File: src/rtl/serial_add_ctrl.sv
// ----------------------------------------------------------------------------
// serial_add_ctrl
//
// Bit-serial adder controller. A single full_adder is time-shared across a
// WIDTH-bit addition, one bit per clock, LSB first. Operands live in right-
// shifting registers, the running carry lives in a flip-flop, and each sum bit
// is shifted into the MSB of a result register so that after WIDTH steps the
// result register holds the complete sum in natural bit order.
//
// Handshake: start is accepted in IDLE or DONE. busy is high for the WIDTH
// RUN cycles, done pulses for the single DONE cycle, and sum/cout are
// registered and held until the next completion (or reset).
//
// Optional build macro SERIAL_ADD_SUB_EN adds a 'sub' input. With sub=1 the
// B register is loaded with ~b and the carry with 1, so sum = a - b and
// cout=1 means "no borrow". Without the macro there is no 'sub' port.
//
// Ports:
//   clk    in   1      system clock, rising-edge
//   rst_n  in   1      asynchronous active-low reset
//   start  in   1      begin an addition (accepted in IDLE/DONE)
//   a      in   WIDTH  operand A, sampled on the accepting edge
//   b      in   WIDTH  operand B, sampled on the accepting edge
//   cin    in   1      carry-in, sampled on the accepting edge
//   sub    in   1      subtract select (SERIAL_ADD_SUB_EN builds only)
//   busy   out  1      high while RUN
//   done   out  1      one-cycle completion pulse
//   sum    out  WIDTH  registered result
//   cout   out  1      registered final carry-out
//
// Also contains the full_adder / half_adder leaf cells used by the datapath.
// ----------------------------------------------------------------------------
module serial_add_ctrl #(
    parameter int unsigned WIDTH = 8
) (
    input  logic             clk,
    input  logic             rst_n,
    input  logic             start,
    input  logic [WIDTH-1:0] a,
    input  logic [WIDTH-1:0] b,
    input  logic             cin,
`ifdef SERIAL_ADD_SUB_EN
    input  logic             sub,
`endif
    output logic             busy,
    output logic             done,
    output logic [WIDTH-1:0] sum,
    output logic             cout
);

    // Counter must index 0..WIDTH-1; a 1-bit counter is kept even for WIDTH=1.
    localparam int unsigned      CNT_W    = (WIDTH > 1) ? $clog2(WIDTH) : 1;
    localparam logic [CNT_W-1:0] LAST_CNT = CNT_W'(WIDTH - 1);

    typedef enum logic [1:0] {
        StIdle = 2'd0,
        StRun  = 2'd1,
        StDone = 2'd2
    } state_e;

    state_e           state_q,  state_d;
    logic [WIDTH-1:0] a_sr_q,   a_sr_d;
    logic [WIDTH-1:0] b_sr_q,   b_sr_d;
    logic [WIDTH-1:0] res_sr_q, res_sr_d;
    logic             carry_q,  carry_d;
    logic [CNT_W-1:0] cnt_q,    cnt_d;
    logic [WIDTH-1:0] sum_q,    sum_d;
    logic             cout_q,   cout_d;
    logic             busy_q,   busy_d;
    logic             done_q,   done_d;

    // Shared datapath cell
    logic fa_s;
    logic fa_cout;

    full_adder u_full_adder (
        .a    (a_sr_q[0]),
        .b    (b_sr_q[0]),
        .cin  (carry_q),
        .s    (fa_s),
        .cout (fa_cout)
    );

    // Values loaded into the B register and carry flop on an accepted start.
    logic [WIDTH-1:0] b_load;
    logic             carry_load;

`ifdef SERIAL_ADD_SUB_EN
    // Two's-complement subtract: a + ~b + 1. cin is ignored when subtracting.
    assign b_load     = sub ? ~b : b;
    assign carry_load = sub ? 1'b1 : cin;
`else
    assign b_load     = b;
    assign carry_load = cin;
`endif

    // Result register after this step's bit enters at the MSB. Written with
    // shifts rather than a part-select so it stays legal for WIDTH=1.
    logic [WIDTH-1:0] res_shift;
    assign res_shift = (res_sr_q >> 1) | (WIDTH'(fa_s) << (WIDTH - 1));

    always_comb begin
        state_d  = state_q;
        a_sr_d   = a_sr_q;
        b_sr_d   = b_sr_q;
        res_sr_d = res_sr_q;
        carry_d  = carry_q;
        cnt_d    = cnt_q;
        sum_d    = sum_q;
        cout_d   = cout_q;
        busy_d   = 1'b0;
        done_d   = 1'b0;

        case (state_q)
            // DONE accepts start exactly like IDLE, giving back-to-back ops.
            StIdle, StDone: begin
                if (start) begin
                    state_d = StRun;
                    a_sr_d  = a;
                    b_sr_d  = b_load;
                    carry_d = carry_load;
                    cnt_d   = '0;
                    busy_d  = 1'b1;
                end else begin
                    state_d = StIdle;
                end
            end

            StRun: begin
                res_sr_d = res_shift;
                carry_d  = fa_cout;
                a_sr_d   = a_sr_q >> 1;
                b_sr_d   = b_sr_q >> 1;
                cnt_d    = cnt_q + CNT_W'(1);
                if (cnt_q == LAST_CNT) begin
                    // Last bit: publish the result; start is ignored in RUN.
                    state_d = StDone;
                    sum_d   = res_shift;
                    cout_d  = fa_cout;
                    done_d  = 1'b1;
                end else begin
                    busy_d  = 1'b1;
                end
            end

            default: begin
                state_d = StIdle;
            end
        endcase
    end

    always_ff @(posedge clk or negedge rst_n) begin
        if (!rst_n) begin
            state_q  <= StIdle;
            a_sr_q   <= '0;
            b_sr_q   <= '0;
            res_sr_q <= '0;
            carry_q  <= 1'b0;
            cnt_q    <= '0;
            sum_q    <= '0;
            cout_q   <= 1'b0;
            busy_q   <= 1'b0;
            done_q   <= 1'b0;
        end else begin
            state_q  <= state_d;
            a_sr_q   <= a_sr_d;
            b_sr_q   <= b_sr_d;
            res_sr_q <= res_sr_d;
            carry_q  <= carry_d;
            cnt_q    <= cnt_d;
            sum_q    <= sum_d;
            cout_q   <= cout_d;
            busy_q   <= busy_d;
            done_q   <= done_d;
        end
    end

    // All outputs come straight from flops: no input-to-output comb path.
    assign busy = busy_q;
    assign done = done_q;
    assign sum  = sum_q;
    assign cout = cout_q;

endmodule

// ----------------------------------------------------------------------------
// full_adder: one-bit full adder built from two half adders.
//   a, b, cin in; s (sum bit), cout (carry) out.
// ----------------------------------------------------------------------------
module full_adder (
    input  logic a,
    input  logic b,
    input  logic cin,
    output logic s,
    output logic cout
);

    logic s1;
    logic c1;
    logic c2;

    half_adder u_ha0 (
        .a (a),
        .b (b),
        .s (s1),
        .c (c1)
    );

    half_adder u_ha1 (
        .a (s1),
        .b (cin),
        .s (s),
        .c (c2)
    );

    assign cout = c1 | c2;

endmodule

// ----------------------------------------------------------------------------
// half_adder: one-bit half adder.
//   a, b in; s (sum bit), c (carry) out.
// ----------------------------------------------------------------------------
module half_adder (
    input  logic a,
    input  logic b,
    output logic s,
    output logic c
);

    assign s = a ^ b;
    assign c = a & b;

endmodule

File: config.mk
export PLATFORM = sky130hd
export DESIGN_NAME = serial_add_ctrl
export DESIGN_NICKNAME = d
export VERILOG_FILES = /design/src/rtl/serial_add_ctrl.sv
export SDC_FILE = /design/constraint.sdc
export NUM_CORES = 1
export LEC_CHECK = 0
export ABC_AREA = 1
export BUFFER_PORTS_ARGS = -buffer_cell sky130_fd_sc_hd__buf_2
export CAP_MARGIN = 20
export CORE_MARGIN = 2
export CORE_UTILIZATION = 45
export CTS_CLUSTER_DIAMETER = 40
export DETAILED_ROUTE_END_ITERATION = 16
export GPL_TIMING_DRIVEN = 1
export PLACE_DENSITY = 0.68
export REMOVE_ABC_BUFFERS = 1
export SYNTH_ARGS = -nofsm -noshare
export SYNTH_HDL_FRONTEND = slang
export SYNTH_SLANG_ARGS = --single-unit
File: constraint.sdc
create_clock -name clk -period 2.6 [get_ports clk]
set_input_delay 0.13 -clock clk [delete_from_list [all_inputs] [get_ports clk]]
set_output_delay 0.13 -clock clk [all_outputs]
set_load 0.01 [all_outputs]
**Yosys cells after proc, flatten, opt, wreduce, memory -nomap -nowiden**

Cells that the tools add are included.

- $add $sub $neg: 1
- Equal/unequal tests: 5
- Mux-type cells: 16
- Bitwise logic cells: 6
- Reduce and logical (&&, ||, !) cells: 5

Operators by type and width:

| kind | count |
|---|---|
| one-hot mux 8 bit (2 select lines) | 2 |
| 2-to-1 mux 8 bit | 2 |
| bitwise OR 7 x 8 -> 8 bit | 1 |
| 2-to-1 mux 1 bit | 6 |
| one-hot mux 3 bit (2 select lines) | 1 |
| != test 2 bit, second input constant | 2 |
| one-hot mux 1 bit (2 select lines) | 2 |
| one-hot mux 2 bit (2 select lines) | 1 |
| AND reduction 2 bit | 2 |
| adder 3 x 1 -> 3 bit, second input constant | 1 |
| == test 3 bit, second input constant | 1 |
| 2-to-1 mux 3 bit | 1 |
| bitwise AND 1 bit | 2 |
| == test 2 x 1 -> 1 bit, second input constant | 1 |
| == test 2 bit, second input constant | 1 |
| zero test 2 bit | 1 |
| 2-to-1 mux 2 bit | 1 |
| nonzero test 2 bit | 1 |
| OR reduction 2 bit | 1 |
| XOR 1 bit | 2 |
| bitwise OR 1 bit | 1 |

- Register bits after elaboration: 41
- Input port bits: 20
- Output and inout port bits: 11
- Logic and storage cells: 43

**Logic depth before layout (Yosys ltp)**

Gate-level depths: netlist (run 1).

- Depth in word-level cells: 4
- Gate-level depth with buffers: 8
- Depth with buffers taken out: 6

**Cells and area by module**

Synthesis (run 1) repeated with hierarchy kept, for this count alone.

- Cells, all modules: 226
- Area total of the unflattened synthesis: 1921.8 um2

By module, submodules not included:

| module | instances | cells each | area an instance (um2) | seq. area each (um2) |
|---|---|---|---|---|
| serial_add_ctrl | 1 | 221 | 1885.6 | 1001.0 |
| half_adder | 2 | 1 | 12.5 | 0.0 |
| full_adder | 1 | 3 | 11.3 | 0.0 |

**Worst setup path after synthesis (run 1)**

No wires, ideal clock.

- Path kind: register to register
- From: reg cnt_q[0]
- To: reg sum_q[0] (netlist: sum[0])
- Setup time: 65 ps
- Arrival time: 1154 ps
- Data required time: 2535 ps
- Path slack: 1381 ps
- Cell stages (with the launch flop): 7
- Path buffers: 1
- Period minus slack after synthesis: 1219 ps
- Cells stage by stage: dfrtp_1 > ha_1 > ha_1 > nand2_4 > buf_6 > nand2_1 > nand2_1

- Longest elaborated chain between the ends: 2

Ends and longest elaborated chain:

| element | RTL line | RTL |
|---|---|---|
| start, declared | 66 | `logic [CNT_W-1:0] cnt_q, cnt_d;` |
| start signal, assigned | 170 | `cnt_q <= cnt_d;` |
| == test 3 bit | 135 | `if (cnt_q == LAST_CNT) begin` |
| AND reduction 2 bit (no line) | - |  |
| end signal, assigned | 171 | `sum_q <= sum_d;` |
| end, declared | 67 | `logic [WIDTH-1:0] sum_q, sum_d;` |

No other way between the ends.
A chain may end at the register's enable or synchronous reset.

**Worst setup path in the final report (run 1)**

- From: reg state_q[1]
- To: reg b_sr_q[3]

- Longest elaborated chain between the ends: 4
- Elaborated cells between the ends (all ways): 8
- Those cells by class: eq/ne (3); mux (1); reduce/logical (4)

Ends and longest elaborated chain:

| element | RTL line | RTL |
|---|---|---|
| start, declared | 61 | `state_e state_q, state_d;` |
| start signal, assigned | 154 | `state_q <= StIdle;` |
| start signal, assigned | 165 | `state_q <= state_d;` |
| == test 2 bit or zero test 2 bit (tied branches) | 114 | `case (state_q)` |
| OR reduction 2 bit | 114 |  |
| != test 2 bit (no line) or nonzero test 2 bit (tied branches) | - |  |
| AND reduction 2 bit (no line) | - |  |
| end signal, assigned | 167 | `b_sr_q <= b_sr_d;` |
| end, declared | 63 | `logic [WIDTH-1:0] b_sr_q, b_sr_d;` |

Parallel ways exist; a longest one is shown, timed or not.

==> results summary, run 1 <==
After detailed routing, the number of remaining DRC violations is 0. Leaving out fill and tap cells, the most frequent cells in the layout are 71 x sky130_fd_sc_hd__nand2_1, 40 x sky130_fd_sc_hd__inv_1, 40 x sky130_fd_sc_hd__dfrtp_1, 30 x sky130_fd_sc_hd__nand3_1, 30 x sky130_fd_sc_hd__buf_2. The number of standard-cell rows in the floorplan is 23. The share of final-layout standard cells stronger than drive strength 1 is 0.2174. The overall routed net length came out at approximately 3300 microns. The post-synthesis instance total came out at between 200 and 250. The proportion of power drawn by combinational gates came out at 0.418. The design internal power is 1.638 mW.

The flow ran to the end, and the final reports show no timing, DRC or antenna violations. In this run the remaining antenna-violating nets after routing total 0. The vias after detailed routing came out at 1,382. Walking the worst path, the cells encountered are inv_2 > nand2_4 > nand2_4 > inv_6 > nand2_1 > nand2_1.

The number of storage elements in the synthesis netlist came out at 40. The total iterations of the first detailed-routing run came out at 4. Sorting the synthesized cells by area gives the leading types as sky130_fd_sc_hd__dfrtp_1 53%, sky130_fd_sc_hd__nand2_1 14%, sky130_fd_sc_hd__inv_1 7.9%.

The required time at the worst-slack endpoint is between 2 and 3 ns. The overall die area is between 0.004 and 0.005 sq mm. The maximum net fanout on the critical path came out at 32. After detailed routing, the number of vias per cell comes to 4.561. The max-capacitance violation count is 0.

At the worst endpoint, the arrival time is 1.80 ns. The starting density of the core came out at 0.4699. Across the routed clock network, the largest skew measured is 0.004772 ns.

The total buffers and inverters traversed by the critical path came out at 2. The relative slew slack came out at 0.4235. The worst setup path is launched from a register. The share of the clock period used by the worst path after layout came out at 0.6218. The post-synthesis cell type count is 21. For this run, the number of standard cells in the final layout without fillers is 303. The total power divided by cell area came out at 1256 mW/mm^2. The first global-routing pass estimated between 5000 and 6000 microns of wire.

In this run the number of H-tree levels came out at 2. For this run the aggregate overflow at the end of global routing stands at 0. The top-level I/O count is 31.

The number of antenna violations at the first check in global routing is 0. The top cell type's share of synthesized area is 0.5288. Port buffering added 30 buffers. The count of placed standard cells including taps is a little under 300.

Among all stages on the critical path, the largest delay is contributed by sky130_fd_sc_hd__dfrtp_1. Of the total power, the share spent switching nets is 0.3985. For this run, the register share of the synthesized area comes to 0.5288. The layout net count came out at 275.

The number of antenna repair diodes came out at 0. Dividing the detail-routed wire length by the instance count gives between 10 and 15 microns. The starting DRC count in detailed routing came out at 97. The die outline width is 68.86 microns.

The minimum setup slack in the final design came out at 0.9832 ns. Setup repair after global routing left no endpoint under its margin. The number of warnings issued by yosys is 0. The die span in y is roughly 70 microns. The cell family contributing the most delay on the critical path is simple AND/OR/NAND/NOR gates. The number of clock buffers inserted by TritonCTS came out at 5. The biggest area contributor in the post-synthesis netlist is sky130_fd_sc_hd__dfrtp_1. The sequential group share of total power is 0.388. The number of slew-limit violations in the final report came out at 0. The maximum number of pins on one net before global-route repair came out at 41. The fraction of the core area covered by cells at the end of the flow is 0.5382. The maximum cell stage delay along the critical path is approximately 0.43 ns.

The smallest clock period supported by the final layout is computed as between 1.5 and 2 ns. The final setup TNS is 0 ns. The setup path with the least slack is of type reg2reg. Clock-pin slew was measured on the worst setup and hold paths at approximately 0.080 ns.

The final-report setup violation count is 0. TritonCTS built the clock tree. The area added between synthesis and finish came out at 14.54%. The sink count of the clock tree is 40.

The core region is between 0.004 and 0.005 sq mm. The clock insertion delay at the later pin of the skew report is 0.29 ns. At the pin with the least slew margin, the transition time is about 0.86 ns.

The path type of the worst min-delay path is in2reg. The post-cts repair resize count came out at 0. The switching power is 1.085 mW. The tree is rooted in a sky130_fd_sc_hd__clkbuf_8. Leaving out fill and tap cells, the most frequent cell in the layout is sky130_fd_sc_hd__nand2_1. The static leakage is approximately 1.2 nW. The synthesized area came out at about 0.0019 sq mm.

The deepest clock path buffer count is 2. The number of hold-slack violations in the final timing report came to 0. Each instance of the synthesized netlist takes up on average 8.527 sq um.

IR analysis of the VDD net gives a maximum drop of 0.0004897 V. The proportion of power drawn by the clock network came out at 0.195. The via count of the first global-routing pass was approximately 1,300. The final weighted congestion in routability-driven placement came out at approximately 0.7. In the global route stage, overall resource usage came out at 0.1609. The pre-CTS setup slack came out at between 0.9 and 1 ns. The final HPWL from detailed placement came out at 2152 microns. The worst setup path is captured at a register. The achievable clock frequency is about 600 MHz.
## what timing repair did
| action | CTS | global route |
|---|---|---|
| hold endpoints to repair | 40 | 0 |
| setup endpoints to repair | 0 | 0 |
| hold buffers | 1 | 0 |
| setup buffers | 0 | 0 |
## worst paths after layout
path | start | to | slack, ns | cells after the start
max | state_q[1] | b_sr_q[3] | 0.98 | 6
min | a[7] | a_sr_q[7] | 0.05 | 3
max reg2reg | state_q[1] | b_sr_q[3] | 0.98 | 6
min reg2reg | res_sr_q[1] | sum[0] | 0.48 | 2
max in group asynchronous | rst_n | a_sr_q[5] | 1.57 | 2
min in group asynchronous | rst_n | sum[4] | 0.49 | 2
## routing by layer
layer	vias up	track usage	wire (microns)
met4	0	0.03676	25
met3	5	0.03896	142
li1	733	-	-
met5	-	0	0
met1	615	0.2029	1616
met2	29	0.2788	1491
## worst register-to-register path, cell delays in order (launching register included)
cell                      delay (ns)
sky130_fd_sc_hd__dfrtp_1        0.43
sky130_fd_sc_hd__inv_2          0.25
sky130_fd_sc_hd__nand2_4        0.27
sky130_fd_sc_hd__nand2_4        0.31
sky130_fd_sc_hd__inv_6          0.11
sky130_fd_sc_hd__nand2_1        0.09
sky130_fd_sc_hd__nand2_1        0.05
## cells in the mapped netlist, drive strengths merged
master and number:
nand2 75, buf 8, o21ai 19, fa 1, a21oi 1, ha 2
nand3 30, inv 43, clkbuf 1, dfrtp 40, nor2 2
## through the flow
step	hold WS, ns	area [sq um]	total power, mW
3_3_place_gp	0.3035	2037	2.179
3_5_place_dp	0.3045	2037	2.224
4_1_cts	0.04763	2168	2.762
6_report	0.05307	2168	2.723
2_1_floorplan	-0.1656	1817	1.903
5_1_grt	0.05417	2168	3.006
## flip-flops by register name, indices dropped and copies added (netlist names)
signal	flops
cnt_q	3
done	1
res_sr_q	7
b_sr_q	8
cout	1
a_sr_q	8
busy	1
carry_q	1
state_q	2
sum	8
## area by class of cell
type	instances	area [sq um]
inverter	43	168.9
tap	50	62.56
timing repair buffer	32	167.7
clock buffer	6	82.58
clock inverter	2	38.79
sequential	40	1001
fill	414	1861
multi-input combinational	130	646.9
## power by group through the flow
stage | clock network, mW | logic [mW] | registers [mW]
floorplan | 0 | 0.799 | 1.10
global placement | 0 | 1.12 | 1.06
detailed placement | 0 | 1.16 | 1.07
CTS | 0.544 | 1.16 | 1.06
global route | 0.574 | 1.34 | 1.09
finish | 0.531 | 1.14 | 1.06
## cell families (layout without fill, tap and decap cells)
group,count (synthesis),count (layout),synth area share
adders and majority gates,3,3,0.02379
DFF,40,40,0.5288
buffers and inverters,52,83,0.1295
AOI/OAI and AO/OA,20,20,0.06874
and+or+nand+nor,107,107,0.2492
Note: power is estimated with default switching activity, not from simulation.
==> inputs of run 2 (changes only) <==
--- a/config.mk
+++ b/config.mk
@@ -5,7 +5,7 @@
 export SDC_FILE = /design/constraint.sdc
 export NUM_CORES = 1
 export LEC_CHECK = 0
-export ABC_AREA = 1
+export ABC_AREA = 0
 export BUFFER_PORTS_ARGS = -buffer_cell sky130_fd_sc_hd__buf_2
 export CAP_MARGIN = 20
 export CORE_MARGIN = 2
==> constraint.sdc (replaced) <==
create_clock -name clk -period 1.6 [get_ports clk]
set_input_delay 0.08 -clock clk [delete_from_list [all_inputs] [get_ports clk]]
set_output_delay 0.08 -clock clk [all_outputs]
set_load 0.01 [all_outputs]
==> run 2 against run 1 <==
  * Non-clock buffer count rose by 7
  * First-iteration DRC count down 27%
  * Largest power group is now registers
  * Count of clock-buffer cells in the layout is 1 lower
  * Combinational power up 35%
  * Largest cell class unchanged
==> results summary, run 2 <==
The number of warnings issued by yosys came out at 0 (unchanged). The share of final-layout standard cells stronger than drive strength 1 is 0.3010 (was 0.2174). The via count of the first global-routing pass came out at 1,231 (was 1,317). The top cell type's share of synthesized area came out at 0.5461 (was 0.5288). The sequential group share of total power came to 0.432 (was 0.388). The critical setup path kind is reg2reg (unchanged). The total buffers and inverters traversed by the critical path came out at 0 (was 2).

The post-synthesis instance total came out at 161 (was 222). The peak supply drop is 0.0006310 V (was 0.0004897 V). The starting density of the core came to 0.4616 (was 0.4699).

The number of slew-limit violations in the final report is 0 (unchanged). The number of antenna violations at the first check in global routing is 0 (unchanged). The wire length per cell came out at 13.73 microns (was 10.81 microns). The destination of the worst hold path is a_sr_q[4] (was a_sr_q[7]). The worst hold path depth is 3 (unchanged). The register-to-register setup slack came out at 0.12 ns (was 0.98 ns).

The clock insertion delay at the later pin of the skew report came out at 0.29 ns (about the same). The cell with the biggest individual delay on the critical path was sky130_fd_sc_hd__dfrtp_1 (unchanged). The clock-pin slew of the registers on the worst-case setup and hold paths is 0.08 ns (about the same). The global-route usage over all layers came out at 0.1647 (was 0.1609). The synthesized area is 0.001833 sq mm (was 0.001893 sq mm). The path type of the worst min-delay path is in2reg (unchanged).

Commonest cells after routing, fill and taps aside: 40 x sky130_fd_sc_hd__dfrtp_1, 30 x sky130_fd_sc_hd__buf_2, 21 x sky130_fd_sc_hd__nand2_1, 14 x sky130_fd_sc_hd__a21oi_1, 11 x sky130_fd_sc_hd__mux2i_1 (was 71 x sky130_fd_sc_hd__nand2_1, 40 x sky130_fd_sc_hd__inv_1, 40 x sky130_fd_sc_hd__dfrtp_1, 30 x sky130_fd_sc_hd__nand3_1, 30 x sky130_fd_sc_hd__buf_2). The die span in y came out at 67.82 microns (was 68.86 microns). The endpoint kind of the worst setup timing path is a register (unchanged). The number of standard-cell rows in the floorplan is 23 (unchanged). The hold path startpoint is a[4] (was a[7]). The CTS tree is done (unchanged).

The worst path arrival time came out at 1.66 ns (was 1.80 ns). The number of flops mapped to enable cells by yosys is 0 (unchanged). The number of antenna repair diodes came out at 0 (unchanged).

The final weighted congestion in routability-driven placement is 0.6914 (was 0.7198). The flip-flop cell with the highest count after synthesis was sky130_fd_sc_hd__dfrtp_1 (unchanged). The number of clock buffers inserted by TritonCTS came out at 5 (unchanged). The area added between synthesis and finish is 16.59% (was 14.54%). The worst clock skew is 0.008611 ns (was 0.004772 ns). The layout net count came out at 218 (was 275). Top cells by area, synth: sky130_fd_sc_hd__dfrtp_1 55%, sky130_fd_sc_hd__mux2i_1 6.0%, sky130_fd_sc_hd__mux2_2 4.9% (was sky130_fd_sc_hd__dfrtp_1 53%, sky130_fd_sc_hd__nand2_1 14%, sky130_fd_sc_hd__inv_1 7.9%).

The proportion of power drawn by combinational gates came to 0.372 (was 0.418). The top-level I/O count came out at 31 (unchanged). The launch instance of the worst register-to-register path is cnt_q[0] (was state_q[1]). The required time at the worst-slack endpoint came to 1.77 ns (was 2.78 ns). The wire length of the first global-routing pass is 5609 microns (was 5699 microns).

The max-capacitance violation count is 0 (unchanged). The cell type contributing the most total cell area after synthesis is sky130_fd_sc_hd__dfrtp_1 (unchanged). The switching power is 1.439 mW (was 1.085 mW). The remaining antenna violation count after routing is 0 (unchanged). The achievable clock frequency is 674.8 MHz (was 618.5 MHz). The overall die area is 0.004600 sq mm (was 0.004742 sq mm). The minimum clock period is 1.482 ns (was 1.617 ns). The most numerous cell type found on the critical path is sky130_fd_sc_hd__ha_1.

The starting DRC count in detailed routing was 71 (was 97). The sequential share of the synthesized area is 0.5461 (was 0.5288). The cell family contributing the most delay on the critical path was adder cells (was simple AND/OR/NAND/NOR gates). The level count of the clock H-tree came to 2 (unchanged). The total iterations of the first detailed-routing run is 6 (was 4). The number of storage elements in the synthesis netlist came to 40 (unchanged). The relative slew slack is 0.6665 (was 0.4235). The global-route congestion overflow total came out at 0 (unchanged).

The element type at the critical path start is a register (unchanged). The sink count of the clock tree is 40 (unchanged). The leading cell type in the layout, fill and taps excluded was sky130_fd_sc_hd__dfrtp_1 (was sky130_fd_sc_hd__nand2_1).

The worst slack on hold paths is 0.07225 ns (was 0.05307 ns). The die outline width is 67.82 microns (was 68.86 microns). Ranking of synthesized cells by instance count: 40 x sky130_fd_sc_hd__dfrtp_1, 21 x sky130_fd_sc_hd__nand2_1, 14 x sky130_fd_sc_hd__a21oi_1, 11 x sky130_fd_sc_hd__mux2i_1, 10 x sky130_fd_sc_hd__nor2b_1 (was 71 x sky130_fd_sc_hd__nand2_1, 40 x sky130_fd_sc_hd__dfrtp_1, 40 x sky130_fd_sc_hd__inv_1, 30 x sky130_fd_sc_hd__nand3_1, 11 x sky130_fd_sc_hd__o21ai_0). The area of the multi-input gates is 711.9 sq um (was 646.9 sq um). The deepest clock path buffer count came out at 2 (unchanged). The maximum net fanout on the critical path is 3 (was 32). List of cells traversed by the critical path: ha_1 > ha_1 > mux2_2 > a22o_1 (was inv_2 > nand2_4 > nand2_4 > inv_6 > nand2_1 > nand2_1).

The share of the clock period used by the worst path after layout came out at 0.9263 (was 0.6218). The overall routed net length came to 3378 microns (was 3276 microns). The share of flip-flops with an asynchronous set or reset after synthesis is 1.000 (unchanged). The design internal power is 2.700 mW (was 1.638 mW).

The worst reg-to-reg path cell count is 4 (was 6). The post-detailed-route DRC marker count is 0 (unchanged). The area inside the core boundary is 0.003971 sq mm (was 0.004029 sq mm).

The maximum cell stage delay along the critical path is 0.41 ns (was 0.43 ns). The count of fill cells added during filler insertion is 370 (was 414). The average via count per standard cell came out at 5.134 (was 4.561).

Run status: finished, final reports clean (unchanged). The post-synthesis cell type count is 25 (was 21). The quantity of I/O buffers inserted on ports is 30 (unchanged). The transition time of the tightest slew-check pin is 0.5003 ns (was 0.8647 ns). Setup repair after global routing missed its margin: no (unchanged). The maximum number of pins on one net before global-route repair was 41 (unchanged). The root buffer selected by CTS is sky130_fd_sc_hd__clkbuf_8 (unchanged). The fraction of the core area covered by cells at the end of the flow was 0.5381 (was 0.5382). The total power divided by cell area came out at 1937 mW/mm^2 (was 1256 mW/mm^2).

The post-cts repair resize count is 0 (unchanged). The synthesized area divided by synthesized cell count came out at 11.39 sq um (was 8.527 sq um). The number of hold-slack violations in the final timing report is 0 (unchanged). The proportion of power drawn by the clock network is 0.196 (was 0.195).

The vias after detailed routing came out at 1,263 (was 1,382). The final-report setup violation count is 0 (unchanged). The overall power after layout came out at 4.138 mW (was 2.723 mW).

The most frequently used cell type in the post-synthesis netlist was sky130_fd_sc_hd__dfrtp_1 (was sky130_fd_sc_hd__nand2_1). The static leakage is 1.033 nW (was 1.242 nW). The endpoint of the worst register-to-register path is cnt_q[2] (was b_sr_q[3]). The logic depth of the worst setup path including buffers is 4 (was 6).

The final HPWL from detailed placement is 2404 microns (was 2152 microns). The sequential cell area came out at 0.001001 sq mm (unchanged). The share of total power consumed by net switching came out at 0.3477 (was 0.3985).
## run 2: per-layer routing
metal | global-route usage | vias up | wire (microns)
met5 | 0 | - | 0
met4 | 0.06000 | 0 | 19
met3 | 0.04441 | 2 | 137
met2 | 0.2721 | 22 | 1760
met1 | 0.2082 | 617 | 1462
li1 | - | 622 | -
## run 2: worst max path at each step
stage	startpoint	end
after floorplan	state_q[0]	sum[7]
after global placement	cnt_q[0]	sum[7]
after detailed placement	cnt_q[0]	sum[7]
after CTS	cnt_q[0]	sum[7]
after global routing	cnt_q[0]	sum[7]
final	cnt_q[0]	cnt_q[2]
## run 2: final cells by class
class	instances	area share
clock inverters	3	0.01991
inverters	8	0.01405
multi-input cells	101	0.3331
clock buffers	5	0.03220
repair buffers	39	0.1030
well taps	50	0.02927
flip-flops and latches	40	0.4684
## run 2: power groups by stage
stage | Combinational, mW | Clock (mW) | Sequential [mW]
floorplan | 0.937 | 0 | 1.85
global placement | 1.47 | 0 | 1.77
detailed placement | 1.56 | 0 | 1.81
CTS | 1.57 | 0.837 | 1.79
global route | 1.77 | 0.868 | 1.85
finish | 1.54 | 0.813 | 1.79
## run 2: stage by stage
stage,setup slack (ns),std cells,cell area (sq um),setup TNS [ns]
after floorplan,-0.3382,149,1743,-2.355
after global placement,0.1872,237,2016,0
after detailed placement,0.1274,237,2016,0
after CTS,0.1103,246,2137,0
after global routing,0.05086,246,2137,0
final,0.1180,246,2137,0
## run 2: timing repair
item                                   CTS  global route
hold buffers                             1             0
setup buffers                            0             0
endpoints found under the hold margin   40             0
## run 2: kinds of logic after synthesis
| family | count (synthesis) | share of synthesized area |
|---|---|---|
| simple gates | 40 | 0.1154 |
| flops | 40 | 0.5461 |
| compound gates | 36 | 0.1208 |
| mux | 22 | 0.1276 |
| buf+inv | 20 | 0.06553 |
| fa+ha+maj | 3 | 0.02457 |
## run 2: worst reg2reg max path: cells and delay by family, from the launching register on
family / cells / cell delay (ns)
flip-flops: 1 / 0.41
adder cells (fa/ha/maj): 2 / 0.48
AO/OA/AOI/OAI: 1 / 0.23
multiplexers: 1 / 0.26
==> inputs of run 3 (changes only) <==
--- a/config.mk
+++ b/config.mk
@@ -9,11 +9,11 @@
 export BUFFER_PORTS_ARGS = -buffer_cell sky130_fd_sc_hd__buf_2
 export CAP_MARGIN = 20
 export CORE_MARGIN = 2
-export CORE_UTILIZATION = 45
+export CORE_UTILIZATION = 55
 export CTS_CLUSTER_DIAMETER = 40
 export DETAILED_ROUTE_END_ITERATION = 16
 export GPL_TIMING_DRIVEN = 1
-export PLACE_DENSITY = 0.68
+export PLACE_DENSITY = 0.8
 export REMOVE_ABC_BUFFERS = 1
 export SYNTH_ARGS = -nofsm -noshare
 export SYNTH_HDL_FRONTEND = slang
==> run 3 against run 2 <==
  * Cell count decreased by 2.8%
  * Sequential share of layout area increased by 0.75 points
  * Clock skew increased by 0.0030 ns
  * Power decreased by 5.2%
  * Via count about the same
  * Non-clock buffer count decreased by 1
  * Routed wire length decreased by 8.8%
  * Highest routed layer unchanged
  * Worst hold slack got worse by 0.058 ns
  * Count of clock-buffer cells in the layout unchanged
  * Largest cell class unchanged
==> results summary, run 3 (synthesized netlist as in run 2, its figures left out) <==
The number of hold-slack violations in the final timing report was 0 (unchanged). The share of final-layout standard cells stronger than drive strength 1 is 0.2974 (was 0.3010). The overall routed net length came to 3081 microns (was 3378 microns). The sequential cell area is 0.001001 sq mm (unchanged). The via count of the first global-routing pass came out at 1,178 (was 1,231). The total power divided by cell area came to 1865 mW/mm^2 (was 1937 mW/mm^2). The worst reg-to-reg path cell count came out at 4 (unchanged).

The maximum number of pins on one net before global-route repair came out at 41 (unchanged). The CTS tree is done (unchanged). The deepest clock path buffer count was 2 (unchanged).

The post-cts repair resize count is 0 (unchanged). The path type of the worst min-delay path is in2reg (unchanged). The area added between synthesis and finish came to 14.74% (was 16.59%). The share of the clock period used by the worst path after layout was 0.9323 (was 0.9263).

The vias after detailed routing was 1,264 (was 1,263). The top-level I/O count is 31 (unchanged). The area inside the core boundary is 0.003103 sq mm (was 0.003971 sq mm). The final-report setup violation count came out at 0 (unchanged). Run status: finished, final reports clean (unchanged). The post-CTS setup repair buffer count is 0 (unchanged).

The worst clock skew is 0.01159 ns (was 0.008611 ns). The starting density of the core is 0.5907 (was 0.4616). The number of antenna repair diodes came out at 0 (unchanged).

The critical setup path kind is reg2reg (unchanged). The overall die area was 0.003811 sq mm (was 0.004600 sq mm). The number of buffers inserted by hold repair at cts came out at 1 (unchanged).

The peak supply drop came to 0.0008045 V (was 0.0006310 V). The average via count per standard cell is 5.289 (was 5.134). The wire length of the first global-routing pass is 5092 microns (was 5609 microns). The quantity of I/O buffers inserted on ports came out at 30 (unchanged). The final HPWL from detailed placement is 2275 microns (was 2404 microns). The area of the multi-input gates is 711.9 sq um (unchanged). The element type at the critical path start is a register (unchanged). The die span in y was 61.73 microns (was 67.82 microns).

The relative slew slack is 0.8106 (was 0.6665). The overall power after layout came out at 3.923 mW (was 4.138 mW). The level count of the clock H-tree came out at 2 (unchanged). The wire length per cell came to 12.89 microns (was 13.73 microns). The post-detailed-route DRC marker count came out at 0 (unchanged). The final setup TNS came out at 0 ns (unchanged). The number of antenna violations at the first check in global routing came out at 0 (unchanged). Commonest cells after routing, fill and taps aside: 40 x sky130_fd_sc_hd__dfrtp_1, 30 x sky130_fd_sc_hd__buf_2, 21 x sky130_fd_sc_hd__nand2_1, 14 x sky130_fd_sc_hd__a21oi_1, 11 x sky130_fd_sc_hd__mux2i_1 (unchanged). The sink count of the clock tree came to 40 (unchanged). The final weighted congestion in routability-driven placement is 0.7376 (was 0.6914). The global-route congestion overflow total came out at 0 (unchanged).

The count of placed standard cells including taps is 230 (was 237). The layout net count is 217 (was 218). The number of slew-limit violations in the final report is 0 (unchanged). The die outline width is 61.73 microns (was 67.82 microns).

The total iterations of the first detailed-routing run is 4 (was 6). The remaining antenna violation count after routing came out at 0 (unchanged). The worst hold path depth is 3 (unchanged). The global-route usage over all layers is 0.1905 (was 0.1647). The clock-pin slew of the registers on the worst-case setup and hold paths came out at 0.12 ns (was 0.08 ns).

The transition time of the tightest slew-check pin is 0.2841 ns (was 0.5003 ns). The static leakage was 1.019 nW (was 1.033 nW). The number of standard-cell rows in the floorplan is 20 (was 23). The max-capacitance violation count came out at 0 (unchanged). The clock insertion delay at the later pin of the skew report was 0.34 ns (was 0.29 ns). The final cell count without fillers is 239 (was 246). The number of clock buffers inserted by TritonCTS came out at 5 (unchanged). The maximum net fanout on the critical path came out at 3 (unchanged). The root buffer selected by CTS was sky130_fd_sc_hd__clkbuf_4 (was sky130_fd_sc_hd__clkbuf_8). The starting DRC count in detailed routing was 29 (was 71).

The endpoint kind of the worst setup timing path is a register (unchanged). The minimum clock period was 1.492 ns (was 1.482 ns). The required time at the worst-slack endpoint is 1.84 ns (was 1.77 ns).

The count of fill cells added during filler insertion was 272 (was 370). The leading cell type in the layout, fill and taps excluded is sky130_fd_sc_hd__dfrtp_1 (unchanged). Setup repair after global routing missed its margin: no (unchanged). The achievable clock frequency came out at 670.4 MHz (was 674.8 MHz).

The worst path arrival time came out at 1.73 ns (was 1.66 ns).
## run 3: final timing paths
path	slack [ns]	end	startpoint
max reg2reg	0.11	cnt_q[2]	cnt_q[0]
max in group asynchronous	1.18	a_sr_q[6]	rst_n
min reg2reg	0.49	sum[7]	sum[7]
max	0.11	cnt_q[2]	cnt_q[0]
min	0.01	a_sr_q[0]	a[0]
min in group asynchronous	0.21	sum[0]	rst_n
## run 3: layout make-up
cell class	instances	share of cell area
Timing Repair Buffer	38	0.1071
Clock inverter	3	0.02023
Sequential cell	40	0.4759
Multi-Input combinational cell	101	0.3385
Clock buffer	5	0.01785
Tap cell	44	0.02617
Inverter	8	0.01428
## run 3: worst max-delay path, stage by stage, from the launching register on
cell and delay [ns]:
sky130_fd_sc_hd__dfrtp_1 0.42, sky130_fd_sc_hd__ha_1 0.22, sky130_fd_sc_hd__ha_1 0.26, sky130_fd_sc_hd__mux2_2 0.26, sky130_fd_sc_hd__a22o_1 0.23
## run 3: report_power, final
group | total, mW | internal [mW] | switching, mW | leakage (nW)
logic | 1.50 | 0.740 | 0.758 | 0.489
clock network | 0.653 | 0.326 | 0.327 | 0.0412
registers | 1.77 | 1.48 | 0.295 | 0.489
total | 3.92 | 2.54 | 1.38 | 1.02
## run 3: metal layers
layer  wire length (microns)  up-vias  share of wire  track usage
met3                     106        5          0.034      0.06832
li1                        -      618              -            -
met1                    1349      617           0.44       0.2285
met4                      40        0          0.013      0.06383
met5                       0        -              0            0
met2                    1585       24           0.51       0.3203
## run 3: stage by stage
step,utilization,area [sq um],worst slack (ns),hold WS (ns)
after CTS,0.6778,2103,0.09907,0.005551
after global placement,0.6488,2013,0.1884,0.06058
after global routing,0.6778,2103,0.02241,0.005081
final,0.6778,2103,0.1084,0.01430
after floorplan,-,1743,-0.3382,-0.2156
after detailed placement,0.6488,2013,0.1317,0.06569
